**config.mk**
```make
export PLATFORM = sky130hd
export DESIGN_NAME = apb_master_bridge
export DESIGN_NICKNAME = d
export VERILOG_FILES = /design/src/rtl/apb_master_bridge.sv
export SDC_FILE = /design/constraint.sdc
export NUM_CORES = 1
export LEC_CHECK = 0
export CAP_MARGIN = 20
export CORE_ASPECT_RATIO = 0.9
export CORE_MARGIN = 2
export CORE_UTILIZATION = 41
export DETAILED_ROUTE_END_ITERATION = 12
export DONT_BUFFER_PORTS = 1
export GPL_ROUTABILITY_DRIVEN = 0
export MAX_ROUTING_LAYER = met4
export PLACE_DENSITY = 0.62
export REMOVE_ABC_BUFFERS = 1
export SETUP_SLACK_MARGIN = 0.5
export SYNTH_ARGS = -nofsm -noshare
export SYNTH_HDL_FRONTEND = slang
export SYNTH_SLANG_ARGS = --single-unit
```
**constraint.sdc**
```tcl
create_clock -name clk -period 1.82 [get_ports clk]
set_input_delay 0.364 -clock clk [delete_from_list [all_inputs] [get_ports clk]]
set_output_delay 0.364 -clock clk [all_outputs]
set_load 0.02 [all_outputs]
```
**src/rtl/apb_master_bridge.sv**
```systemverilog
// apb_master_bridge
//   APB3 initiator. Accepts one request per valid/ready handshake, runs the
//   SETUP/ACCESS sequence, honours slave wait states, and returns a single
//   one-cycle response per accepted request. ACCESS phases that stall past
//   TIMEOUT_CYCLES are aborted and reported as a timeout error.
//
//   state  | meaning
//   IDLE   | no transfer; req_ready=1, PSEL=0
//   SETUP  | first APB phase; PSEL=1, PENABLE=0, wait counter cleared
//   ACCESS | second APB phase; PSEL=1, PENABLE=1, waiting for PREADY
//
// Ports
//   clk, rst                    clock, synchronous active-high reset
//   req_valid/ready/write/addr/wdata   request stream
//   rsp_valid/rdata/err/timeout        response strobe and payload
//   busy                        state is not IDLE
//   PSEL..PWDATA                registered APB master outputs
//   PRDATA, PREADY, PSLVERR     APB slave inputs
module apb_master_bridge #(
   parameter int unsigned TIMEOUT_CYCLES = 16
) (
   input  logic        clk,
   input  logic        rst,
   input  logic        req_valid,
   output logic        req_ready,
   input  logic        req_write,
   input  logic [31:0] req_addr,
   input  logic [31:0] req_wdata,
   output logic        rsp_valid,
   output logic [31:0] rsp_rdata,
   output logic        rsp_err,
   output logic        rsp_timeout,
   output logic        busy,
   output logic        PSEL,
   output logic        PENABLE,
   output logic        PWRITE,
   output logic [31:0] PADDR,
   output logic [31:0] PWDATA,
   input  logic [31:0] PRDATA,
   input  logic        PREADY,
   input  logic        PSLVERR
);

   // A zero timeout still needs a 1-bit counter to keep the code legal.
   localparam int unsigned    CTR_W    = (TIMEOUT_CYCLES > 0) ? $clog2(TIMEOUT_CYCLES + 1) : 1;
   localparam logic [CTR_W-1:0] CTR_MAX  = CTR_W'(TIMEOUT_CYCLES);
   localparam logic [CTR_W-1:0] CTR_LAST = CTR_W'((TIMEOUT_CYCLES > 0) ? TIMEOUT_CYCLES - 1 : 0);
   localparam logic           TO_EN    = (TIMEOUT_CYCLES > 0);

   typedef enum logic [1:0] {
      S_IDLE   = 2'd0,
      S_SETUP  = 2'd1,
      S_ACCESS = 2'd2
   } state_t;

   state_t           state_q, state_d;
   logic [CTR_W-1:0] wait_ctr_q, wait_ctr_d;
   logic             psel_q, psel_d;
   logic             penable_q, penable_d;
   logic             pwrite_q, pwrite_d;
   logic [31:0]      paddr_q, paddr_d;
   logic [31:0]      pwdata_q, pwdata_d;
   logic             rsp_valid_q, rsp_valid_d;
   logic [31:0]      rsp_rdata_q, rsp_rdata_d;
   logic             rsp_err_q, rsp_err_d;
   logic             rsp_timeout_q, rsp_timeout_d;
   logic             accept;

   always_comb begin
      state_d       = state_q;
      wait_ctr_d    = wait_ctr_q;
      pwrite_d      = pwrite_q;
      paddr_d       = paddr_q;
      pwdata_d      = pwdata_q;
      rsp_valid_d   = 1'b0;
      rsp_rdata_d   = rsp_rdata_q;
      rsp_err_d     = rsp_err_q;
      rsp_timeout_d = rsp_timeout_q;
      req_ready     = 1'b0;
      accept        = 1'b0;

      case (state_q)
         S_IDLE: begin
            req_ready = 1'b1;
            if (req_valid) begin
               accept  = 1'b1;
               state_d = S_SETUP;
            end
         end
         S_SETUP: begin
            wait_ctr_d = '0;
            state_d    = S_ACCESS;
         end
         S_ACCESS: begin
            if (PREADY) begin
               req_ready     = 1'b1;
               rsp_valid_d   = 1'b1;
               rsp_rdata_d   = pwrite_q ? 32'h0 : PRDATA;
               rsp_err_d     = PSLVERR;
               rsp_timeout_d = 1'b0;
               if (req_valid) begin
                  accept  = 1'b1;
                  state_d = S_SETUP;
               end else begin
                  state_d = S_IDLE;
               end
            end else begin
               if (wait_ctr_q < CTR_MAX) begin
                  wait_ctr_d = wait_ctr_q + CTR_W'(1);
               end
               if (TO_EN && (wait_ctr_q == CTR_LAST)) begin
                  state_d       = S_IDLE;
                  rsp_valid_d   = 1'b1;
                  rsp_rdata_d   = 32'h0;
                  rsp_err_d     = 1'b1;
                  rsp_timeout_d = 1'b1;
               end
            end
         end
         default: state_d = S_IDLE;
      endcase

      if (accept) begin
         pwrite_d = req_write;
         paddr_d  = req_addr;
         pwdata_d = req_wdata;
      end

      // APB controls are registered copies of the next state, so they line
      // up with the state register without any output decode glitches.
      psel_d    = (state_d != S_IDLE);
      penable_d = (state_d == S_ACCESS);
   end

   always_ff @(posedge clk) begin
      if (rst) begin
         state_q       <= S_IDLE;
         wait_ctr_q    <= '0;
         psel_q        <= 1'b0;
         penable_q     <= 1'b0;
         pwrite_q      <= 1'b0;
         paddr_q       <= 32'h0;
         pwdata_q      <= 32'h0;
         rsp_valid_q   <= 1'b0;
         rsp_rdata_q   <= 32'h0;
         rsp_err_q     <= 1'b0;
         rsp_timeout_q <= 1'b0;
      end else begin
         state_q       <= state_d;
         wait_ctr_q    <= wait_ctr_d;
         psel_q        <= psel_d;
         penable_q     <= penable_d;
         pwrite_q      <= pwrite_d;
         paddr_q       <= paddr_d;
         pwdata_q      <= pwdata_d;
         rsp_valid_q   <= rsp_valid_d;
         rsp_rdata_q   <= rsp_rdata_d;
         rsp_err_q     <= rsp_err_d;
         rsp_timeout_q <= rsp_timeout_d;
      end
   end

   assign busy        = (state_q != S_IDLE);
   assign PSEL        = psel_q;
   assign PENABLE     = penable_q;
   assign PWRITE      = pwrite_q;
   assign PADDR       = paddr_q;
   assign PWDATA      = pwdata_q;
   assign rsp_valid   = rsp_valid_q;
   assign rsp_rdata   = rsp_rdata_q;
   assign rsp_err     = rsp_err_q;
   assign rsp_timeout = rsp_timeout_q;

endmodule
```
==> impl_metrics.yaml, run 1 <==
global_route:
  track_usage_pct: 18.2
  grt_first_pass_wirelength_um: 16000
  grt_start_max_net_pins: 83
  grt_pass1_vias: 3032
  grt_overflow_total: 0
  antenna_found_initial: 0
final_layout:
  antennaDiodeCount: 0
  fin_util_pct: 53.8
  fin_area_sq_um: 5740
  finalNonFillerCells: 590
  seqCellArea_sq_um: 2190
  fillCellCount: 926
  multi_input_area_sq_um: 2210
  syn2layout_area_growth_pct: 29.2
  drive_gt1_share_pct: 40.9
  final_nets: 557
route:
  avgRoutedWirePerCell_um: 20.7
  first_pass_iters: 4
  ant_nets: 0
  drc_errors: 0
  wl_um: 12200
  vias: 3429
  drt-initial-drc-count: 143
  viasPerCell: 5.81
power:
  irDropWorstVdd_uv: 722
  leakagePower_nw: 2.18
  power_mw: 5.10
  pwr_density_cell_nw_per_um2: 889
sta:
  worst_pin_slew_ns: 0.707
  finalCritPeriodShare_pct: 98.7
  tns_ns: 0
  max_freq_mhz: 557
  setup_viol: 0
  rsz0062_at_grt: "yes"
  finalWorstSetupSlack_ns: 0.0233
  hold_violations: 0
  slew_headroom_pct: 52.7
  holdWs_ns: 0.0823
  slew_violations: 0
  period_minus_slack_ns: 1.80
  finClkSkew_ns: 0.00572
die:
  die_h_um: 103
  initial_utilization_pct: 41.6
  io_pins: 206
  rows: 36
  core_area_sq_um: 10700
  dieArea_sq_um: 11700
  die_w_um: 114
clocking:
  clkLatencyLatePin_ns: 0.35
  cts_sinks: 109
  cts_buffer_depth: 2
  clkSlewWorstSetupHoldPaths_ns: 0.07
  cts_tree: "built"
  root_buffer: "clkbuf_16"
  postCtsHoldBufs: 0
  numCtsBuffers: 9
  h-tree-depth: 3
logic_synthesis:
  synthCells: 429
  synth_seq_area_share_pct: 49.1
  ys_ff_latch: 109
  synth.distinct_cells: 33
  synth_area_sq_um: 4440
  yosysWarnings: 0
  avgSynthCellArea_sq_um: 10.4
setup_path:
  worstSetupPathType: "reg2reg"
  cp_data_arrival_time_ns: 2.09
  worst_setup_path_end_kind: "register"
  startpoint_type: "register"
  worst_ep_required_time_ns: 2.12
  critPathMaxFanout: 8
placement:
  place_ws_ns: -0.0309
  placedCellCount: 535
  dp_hpwl_um: 6730
  port_buffers: 0
  placement.cell_area_sq_um: 4560
flow_run:
  drv_cap: 0
outcome:
  status: "finished, final reports clean"
min_path:
  hp-class: "in2reg"
flip-flops by register name, indices dropped and copies added (netlist names):
signal       cells
PSEL             1
rsp_rdata       32
state_q          2
wait_ctr_q       5
rsp_timeout      1
rsp_err          1
rsp_valid        1
PENABLE          1
PWDATA          32
PADDR           32
PWRITE           1
logic make-up after synthesis:
logic type,after synthesis,share of synthesized area [%]
compound gates,174,32.2
fa+ha+maj,2,0.563
simple gates,95,11.5
buf+inv,48,6.39
flops,109,49.1
mux,1,0.253
layout by cell type (no fill, tap or decap), drive strengths merged:
cell | netlist | final
nand2b | 3 | 3
mux2 | 1 | 1
a2111oi | 1 | 1
nand4 | 1 | 1
a31oi | 1 | 1
a211oi | 1 | 1
buf | 41 | 46
a21bo | 65 | 65
a31o | 1 | 1
nand2 | 4 | 4
clkinvlp | 0 | 1
nor2b | 4 | 4
clkinv | 0 | 4
inv | 2 | 2
nor4b | 1 | 1
a21oi | 72 | 72
dfxtp | 109 | 109
nor3b | 1 | 1
ha | 2 | 2
a22oi | 1 | 1
nand3 | 65 | 65
nand3b | 3 | 3
clkbuf | 5 | 22
nor3 | 4 | 5
or2 | 2 | 2
and3 | 1 | 1
nor2 | 6 | 6
a22o | 32 | 32
report_power, final:
group,switching [mW],total (mW),internal [mW]
registers,0.211,2.71,2.50
logic,0.263,0.595,0.332
clock network,0.851,1.80,0.948
total,1.32,5.10,3.78
per-layer routing:
metal / vias to the layer above / global-route usage (%) / wire, um
li1: 1601 / - / -
met1: 1687 / 22.4 / 5400
met2: 121 / 28.0 / 5790
met3: 20 / 5.76 / 771
met4: 0 / 7.41 / 272
met5: - / - / 0
worst max-delay path, cell delays in order, from the launching register on:
cell and delay, ns:
dfxtp_2 0.34, ha_4 0.16, and3_4 0.18, ha_4 0.15
or2_4 0.25, a21oi_4 0.24, buf_6 0.16, clkbuf_16 0.15
a22o_1 0.12
layout make-up:
type | count | share of cell area, %
clock buffers | 10 | 4.16
clock inverters | 5 | 0.480
inverters | 2 | 0.131
multi-input cells | 273 | 38.6
flip-flops and latches | 109 | 38.1
well taps | 133 | 2.90
repair buffers | 58 | 15.6
cell usage after synthesis:
| master | count | area, sq um |
|---|---|---|
| or2_2 | 2 | 12.5 |
| mux2_2 | 1 | 11.3 |
| nor3_1 | 3 | 15.0 |
| a21bo_1 | 24 | 240 |
| nand3b_1 | 3 | 22.5 |
| nand2_1 | 4 | 15.0 |
| a22oi_1 | 1 | 7.51 |
| nor2b_1 | 4 | 25.0 |
| nor2_1 | 6 | 22.5 |
| clkbuf_1 | 5 | 18.8 |
| a31oi_1 | 1 | 6.26 |
| a21oi_4 | 1 | 16.3 |
| nand4_1 | 1 | 6.26 |
| a22o_1 | 32 | 280 |
| buf_1 | 1 | 3.75 |
| a21oi_1 | 47 | 235 |
| nor3b_1 | 1 | 7.51 |
| dfxtp_1 | 109 | 2180 |
| a211oi_1 | 1 | 7.51 |
| nor3_2 | 1 | 10.0 |
| buf_6 | 5 | 56.3 |
| a2111oi_0 | 1 | 8.76 |
| and3_1 | 1 | 6.26 |
| inv_1 | 2 | 7.51 |
| a21bo_2 | 41 | 410 |
| nand2b_1 | 3 | 18.8 |
| buf_4 | 9 | 67.6 |
| a31o_2 | 1 | 8.76 |
| nand3_1 | 65 | 325 |
| a21oi_2 | 24 | 210 |
| nor4b_4 | 1 | 23.8 |
| ha_1 | 2 | 25.0 |
| buf_2 | 26 | 130 |
final timing paths:
check	startpoint	endpoint	slack, ns	depth (start not counted)
setup reg to reg	wait_ctr_q[0]$_SDFFE_PP0P_	rsp_rdata[18]$_SDFFE_PP0P_	0.02	8
setup / recovery	wait_ctr_q[0]$_SDFFE_PP0P_	rsp_rdata[18]$_SDFFE_PP0P_	0.02	8
hold reg to reg	wait_ctr_q[4]$_SDFFE_PP0P_	wait_ctr_q[4]$_SDFFE_PP0P_	0.62	2
hold / removal	rst	PWDATA[20]$_SDFFE_PP0P_	0.08	1
repair_timing:
action	in CTS	in global routing
buffers inserted	13	9
endpoints found under the setup margin	108	69
gates cloned	4	14
pin swaps	5	35
resized for setup	30	50
Note: power is estimated with default switching activity, not from simulation.
==> inputs of run 2 (changes only) <==
--- a/config.mk
+++ b/config.mk
@@ -15,7 +15,7 @@
 export MAX_ROUTING_LAYER = met4
 export PLACE_DENSITY = 0.62
 export REMOVE_ABC_BUFFERS = 1
-export SETUP_SLACK_MARGIN = 0.5
+export SETUP_SLACK_MARGIN = 0.05
 export SYNTH_ARGS = -nofsm -noshare
 export SYNTH_HDL_FRONTEND = slang
 export SYNTH_SLANG_ARGS = --single-unit
==> run 2 against run 1 <==
  * Critical path depth stayed put
  * Clock power hardly changed
  * Power is 3.0% lower
  * Clock skew hardly changed
  * Cell area is 13% lower
  * Critical path type unchanged
  * Critical endpoint unchanged
  * Routed wire length is 15% lower
  * Combinational power is 24% lower
==> impl_metrics.yaml, run 2 (synthesized netlist as in run 1, its figures left out) <==
clocking:
  cts_buffer_depth: 2
  clkLatencyLatePin_ns: 0.35
  postCtsHoldBufs: 0
  cts_sinks: 109
  root_buffer: "clkbuf_16"
  clkSlewWorstSetupHoldPaths_ns: 0.07
  numCtsBuffers: 9
  h-tree-depth: 3
  cts_tree: "built"
sta:
  hold_violations: 0
  period_minus_slack_ns: 1.77
  slew_headroom_pct: 51.5
  max_freq_mhz: 565
  slew_violations: 0
  rsz0062_at_grt: "yes"
  worst_pin_slew_ns: 0.725
  finClkSkew_ns: 0.00542
  finalWorstSetupSlack_ns: 0.0514
  finalCritPeriodShare_pct: 97.2
  setup_viol: 0
setup_path:
  worstSetupPathType: "reg2reg"
  path_delay_family: "simple AND/OR/NAND/NOR gates"
  worst_setup_path_end_kind: "register"
  cp_data_arrival_time_ns: 2.07
  cp_cell_sequence: "ha_4 > and3_4 > ha_4 > or2_4 > a21oi_4 > buf_6 > clkbuf_16 > a22o_1"
  critPathMaxFanout: 8
  cpMaxStageDelayCell: "dfxtp_2"
  path_buf_inv: 2
  critPathMaxStageDelay_ns: 0.34
  critPathMostFrequentCell: "ha_4"
  worst_ep_required_time_ns: 2.12
  startpoint_type: "register"
global_route:
  antenna_found_initial: 0
  grt_first_pass_wirelength_um: 15500
  grt_pass1_vias: 2944
  grt_start_max_net_pins: 83
  track_usage_pct: 17.6
  grt_overflow_total: 0
die:
  initial_utilization_pct: 41.6
  io_pins: 206
  rows: 36
  die_h_um: 103
  die_w_um: 114
  dieArea_sq_um: 11700
  core_area_sq_um: 10700
route:
  drc_errors: 0
  viasPerCell: 5.69
  drt-initial-drc-count: 172
  ant_nets: 0
  vias: 3190
  avgRoutedWirePerCell_um: 18.6
  wl_um: 10400
  first_pass_iters: 6
final_layout:
  final_cell_mix: "dfxtp_1 (107), nand3_1 (65), a21oi_1 (47), a21bo_2 (41), a22o_1 (32)"
  antennaDiodeCount: 0
  final_nets: 528
  mostFrequentLayoutCell: "dfxtp_1"
  drive_gt1_share_pct: 29.0
  syn2layout_area_growth_pct: 12.5
min_path:
  hp-class: "in2reg"
power:
  power_mw: 4.95
  leakagePower_nw: 1.85
  irDropWorstVdd_uv: 698
  pwr_density_cell_nw_per_um2: 990
outcome:
  status: "finished, final reports clean"
placement:
  port_buffers: 0
  place_ws_ns: -0.0309
  dp_hpwl_um: 6730
flow_run:
  drv_cap: 0
==> run 2: power by group <==
part,internal [mW],switching (mW),total (mW)
logic,0.236,0.216,0.452
registers,2.50,0.208,2.71
clock network,0.948,0.844,1.79
==> run 2: layer usage <==
metal / track usage, % / wire length [um] / up-vias
li1: - / - / 1538
met1: 21.7 / 4620 / 1522
met2: 26.8 / 4940 / 109
met3: 5.76 / 640 / 21
met4: 7.41 / 246 / 0
met5: - / 0 / -
==> run 2: final timing paths <==
kind                               from  depth (start not counted)                    endpoint  slack, ns
max          wait_ctr_q[0]$_SDFFE_PP0P_                          8  rsp_rdata[18]$_SDFFE_PP0P_       0.05
min                                 rst                          1      PWDATA[2]$_SDFFE_PP0P_       0.08
max reg2reg  wait_ctr_q[0]$_SDFFE_PP0P_                          8  rsp_rdata[18]$_SDFFE_PP0P_       0.05
min reg2reg  wait_ctr_q[4]$_SDFFE_PP0P_                          2  wait_ctr_q[4]$_SDFFE_PP0P_       0.61
==> run 2: area by class of cell <==
| class | count | area [sq um] |
|---|---|---|
| Timing Repair Buffer | 29 | 325 |
| Clock buffer | 10 | 239 |
| Clock inverter | 5 | 27.5 |
| Inverter | 2 | 7.51 |
| Multi-Input combinational cell | 273 | 2050 |
| Sequential cell | 109 | 2180 |
| Tap cell | 133 | 166 |
| Fill cell | 1004 | 5680 |
==> run 2: stage by stage <==
step	instance area [sq um]	hold WS, ns	cells	utilization, %	setup TNS, ns
after floorplan	4170	0.426	383	-	-241.18
after global placement	4560	0.433	535	42.7	0
after detailed placement	4560	0.434	535	42.7	-0.179
after CTS	4970	0.0558	558	46.5	0
after global routing	5000	0.0513	561	46.8	-0.00528
final	5000	0.0821	561	46.8	0
==> run 2: repair_timing <==
item | in CTS | in global routing
pin swaps | 1 | 7
gates cloned | 3 | 1
endpoints found under the setup margin | 33 | 24
buffers inserted | 5 | 3
gates resized for setup | 12 | 1
==> inputs of run 3 (changes only) <==
--- a/config.mk
+++ b/config.mk
@@ -5,6 +5,7 @@
 export SDC_FILE = /design/constraint.sdc
 export NUM_CORES = 1
 export LEC_CHECK = 0
+export ABC_AREA = 1
 export CAP_MARGIN = 20
 export CORE_ASPECT_RATIO = 0.9
 export CORE_MARGIN = 2
==> constraint.sdc (replaced) <==
create_clock -name clk -period 1.82 [get_ports clk]
set_input_delay 0.364 -clock clk [delete_from_list [all_inputs] [get_ports clk]]
set_output_delay 0.364 -clock clk [all_outputs]
set_load 0.01 [all_outputs]
==> run 3 against run 2 <==
  * Combinational power is 16% lower
  * Critical path type unchanged
  * Non-clock buffer count decreased by 18
  * Register-to-register slack improved by 0.23 ns
  * Critical endpoint is now rsp_rdata[0]$_SDFFE_PP0P_
  * Worst setup slack improved by 0.23 ns
  * Routed wire length fell by 4.6%
  * Clock power down 18%
==> impl_metrics.yaml, run 3 <==
sta:
  period_minus_slack_ns: 1.54
  finalWorstSetupSlack_ns: 0.283
  rsz0062_at_grt: "no"
  setup_viol: 0
  finClkSkew_ns: 0.0183
  slew_headroom_pct: 71.0
  worst_pin_slew_ns: 0.434
  finalCritPeriodShare_pct: 84.5
  slew_violations: 0
  hold_violations: 0
  max_freq_mhz: 651
  tns_ns: 0
global_route:
  grt_pass1_vias: 3058
  grt_start_max_net_pins: 66
  antenna_found_initial: 0
  met1_usage_pct: 21.3
  grt_overflow_total: 0
  grtUsageMet2_pct: 29.3
  grt_first_pass_wirelength_um: 15100
  track_usage_pct: 18.5
  use_met3_pct: 7.78
  grt.busiest_layer: "met2"
setup_path:
  reg2reg_setup_slack_ns: 0.28
  r2r_start: "wait_ctr_q[0]$_SDFFE_PP0P_"
  startpoint_type: "register"
  r2r_cells: 8
  cp_data_arrival_time_ns: 1.82
  worstSetupPathType: "reg2reg"
  critPathMaxFanout: 35
  reg2reg_to: "rsp_rdata[0]$_SDFFE_PP0P_"
  worst_ep_required_time_ns: 2.11
  worst_setup_path_end_kind: "register"
final_layout:
  drive_gt1_share_pct: 6.86
  mostFrequentLayoutCell: "dfxtp_1"
  final_cell_mix: "dfxtp_1 (109), a21oi_1 (104), nor2_1 (76), o21ai_0 (62), nand2_1 (44)"
  syn2layout_area_growth_pct: 6.98
  fillCellCount: 976
  fin_util_pct: 44.5
  antennaDiodeCount: 0
  final_nets: 580
logic_synthesis:
  yosysWarnings: 0
  ys_top_cells_by_count: "dfxtp_1 (109), a21oi_1 (105), nor2_1 (76), o21ai_0 (62), nand2_1 (44)"
  synth_ff_type: "dfxtp_1"
  synth_edf_count: 0
  synth.distinct_cells: 19
  yosys.cell_count.top_type: "dfxtp_1"
  synth_area_leaders: "dfxtp_1 (55%), a21oi_1 (13%), o21ai_0 (7.8%)"
  netlist.area_leader.share_pct: 54.8
  ys_async_sr_fraction_pct: 0
  synth_seq_area_share_pct: 54.8
  yosysTopAreaCell: "dfxtp_1"
  synthCells: 496
  avgSynthCellArea_sq_um: 8.03
  synth_area_sq_um: 3980
  ys_ff_latch: 109
die:
  core_area_sq_um: 9570
  io_pins: 206
  die_h_um: 97.5
  dieArea_sq_um: 10500
  initial_utilization_pct: 41.6
  die_w_um: 108
  rows: 34
route:
  avgRoutedWirePerCell_um: 16.4
  wl_um: 9970
  drt-initial-drc-count: 162
  viasPerCell: 5.39
  drc_errors: 0
  first_pass_iters: 6
  vias: 3271
  ant_nets: 0
clocking:
  numCtsBuffers: 9
  cts_sinks: 109
  root_buffer: "clkbuf_8"
  h-tree-depth: 3
  cts-resized-gates: 0
  postCtsHoldBufs: 0
  post-cts-setup-buffer-count: 0
  clkLatencyLatePin_ns: 0.36
  cts_buffer_depth: 2
  clkSlewWorstSetupHoldPaths_ns: 0.10
  cts_tree: "built"
placement:
  dp_hpwl_um: 6850
  port_buffers: 0
  place_ws_ns: 0.267
power:
  pwr_density_cell_nw_per_um2: 1070
  leakagePower_nw: 1.54
  irDropWorstVdd_uv: 491
flow_run:
  drv_cap: 0
outcome:
  status: "finished, final reports clean"
min_path:
  hp-class: "in2reg"
  hold_end: "rsp_rdata[12]$_SDFFE_PP0P_"
  min_from: "rst"
  min_path_cells: 1
[run 3: cell types whose count changed in the layout (fill, tap and decap cells not counted), moves of 10 or more]
| cell | previous run | this run |
|---|---|---|
| a22o_1 | 32 | 0 |
| clkbuf_16 | 10 | 0 |
| a21oi_2 | 24 | 0 |
| buf_4 | 20 | 9 |
| a21oi_1 | 47 | 104 |
| nor2_1 | 6 | 76 |
| nand3_1 | 65 | 37 |
| a21bo_1 | 24 | 0 |
| o21ai_0 | 0 | 62 |
| a21bo_2 | 41 | 0 |
| nand2_1 | 4 | 44 |
[run 3: worst max-delay path by stage]
stage	start	endpoint	slack (ns)	depth (start not counted)
2_1_floorplan	PREADY	PADDR[0]$_SDFFE_PP0P_	-1.34	4
3_3_place_gp	PREADY	PADDR[19]$_SDFFE_PP0P_	0.28	6
3_5_place_dp	wait_ctr_q[0]$_SDFFE_PP0P_	rsp_rdata[0]$_SDFFE_PP0P_	0.27	8
4_1_cts	state_q[0]$_SDFF_PP0_	req_ready	0.25	1
5_1_grt	state_q[0]$_SDFF_PP0_	PWDATA[26]$_SDFFE_PP0P_	0.13	5
6_report	wait_ctr_q[0]$_SDFFE_PP0P_	rsp_rdata[0]$_SDFFE_PP0P_	0.28	8
[run 3: layer usage]
layer | wire length (um) | share of wire [%]
met5 | 0 | 0
met4 | 125 | 1.3
met3 | 1200 | 12
met2 | 4590 | 46
met1 | 4050 | 41
[run 3: cell type report]
| cell class | instances | area (sq um) | area share, % |
|---|---|---|---|
| Clock buffer | 11 | 131 | 3.08 |
| Clock inverter | 5 | 65.1 | 1.53 |
| Inverter | 9 | 33.8 | 0.793 |
| Multi-Input combinational cell | 336 | 1580 | 37.1 |
| Sequential cell | 109 | 2180 | 51.2 |
| Tap cell | 126 | 158 | 3.70 |
| Timing Repair Buffer | 11 | 108 | 2.53 |
[run 3: kinds of logic (layout without fill, tap and decap cells)]
logic type | count (synthesis) | count (layout) | synth area share [%]
buffers and inverters | 51 | 36 | 5.75
DFF | 109 | 109 | 54.8
AOI/OAI and AO/OA | 174 | 174 | 22.0
and+or+nand+nor | 160 | 160 | 16.8
adders and majority gates | 2 | 2 | 0.628
[run 3: through the flow]
step | instances | cell area [sq um] | hold WS, ns | total power, mW
4_1_cts | 607 | 4260 | 0.0395 | 4.61
6_report | 607 | 4260 | 0.0657 | 4.54
3_3_place_gp | 591 | 4060 | 0.437 | 3.12
2_1_floorplan | 454 | 3790 | 0.431 | 3.00
5_1_grt | 607 | 4260 | 0.0197 | 4.78
3_5_place_dp | 591 | 4060 | 0.439 | 3.14
[run 3: power breakdown]
part	leakage [nW]	internal (mW)	total, mW	switching (mW)
registers	0.895	2.53	2.70	0.172
logic	0.544	0.142	0.378	0.236
clock network	0.0989	0.657	1.46	0.806
[run 3: critical path, cell delays in order, from the launching register on]
cell and delay, ns:
dfxtp_1 0.33, ha_1 0.21, nand2_1 0.08, nor2_1 0.04, ha_1 0.20, o21ai_2 0.16, buf_12 0.20, nand2_1 0.06
a21oi_1 0.16
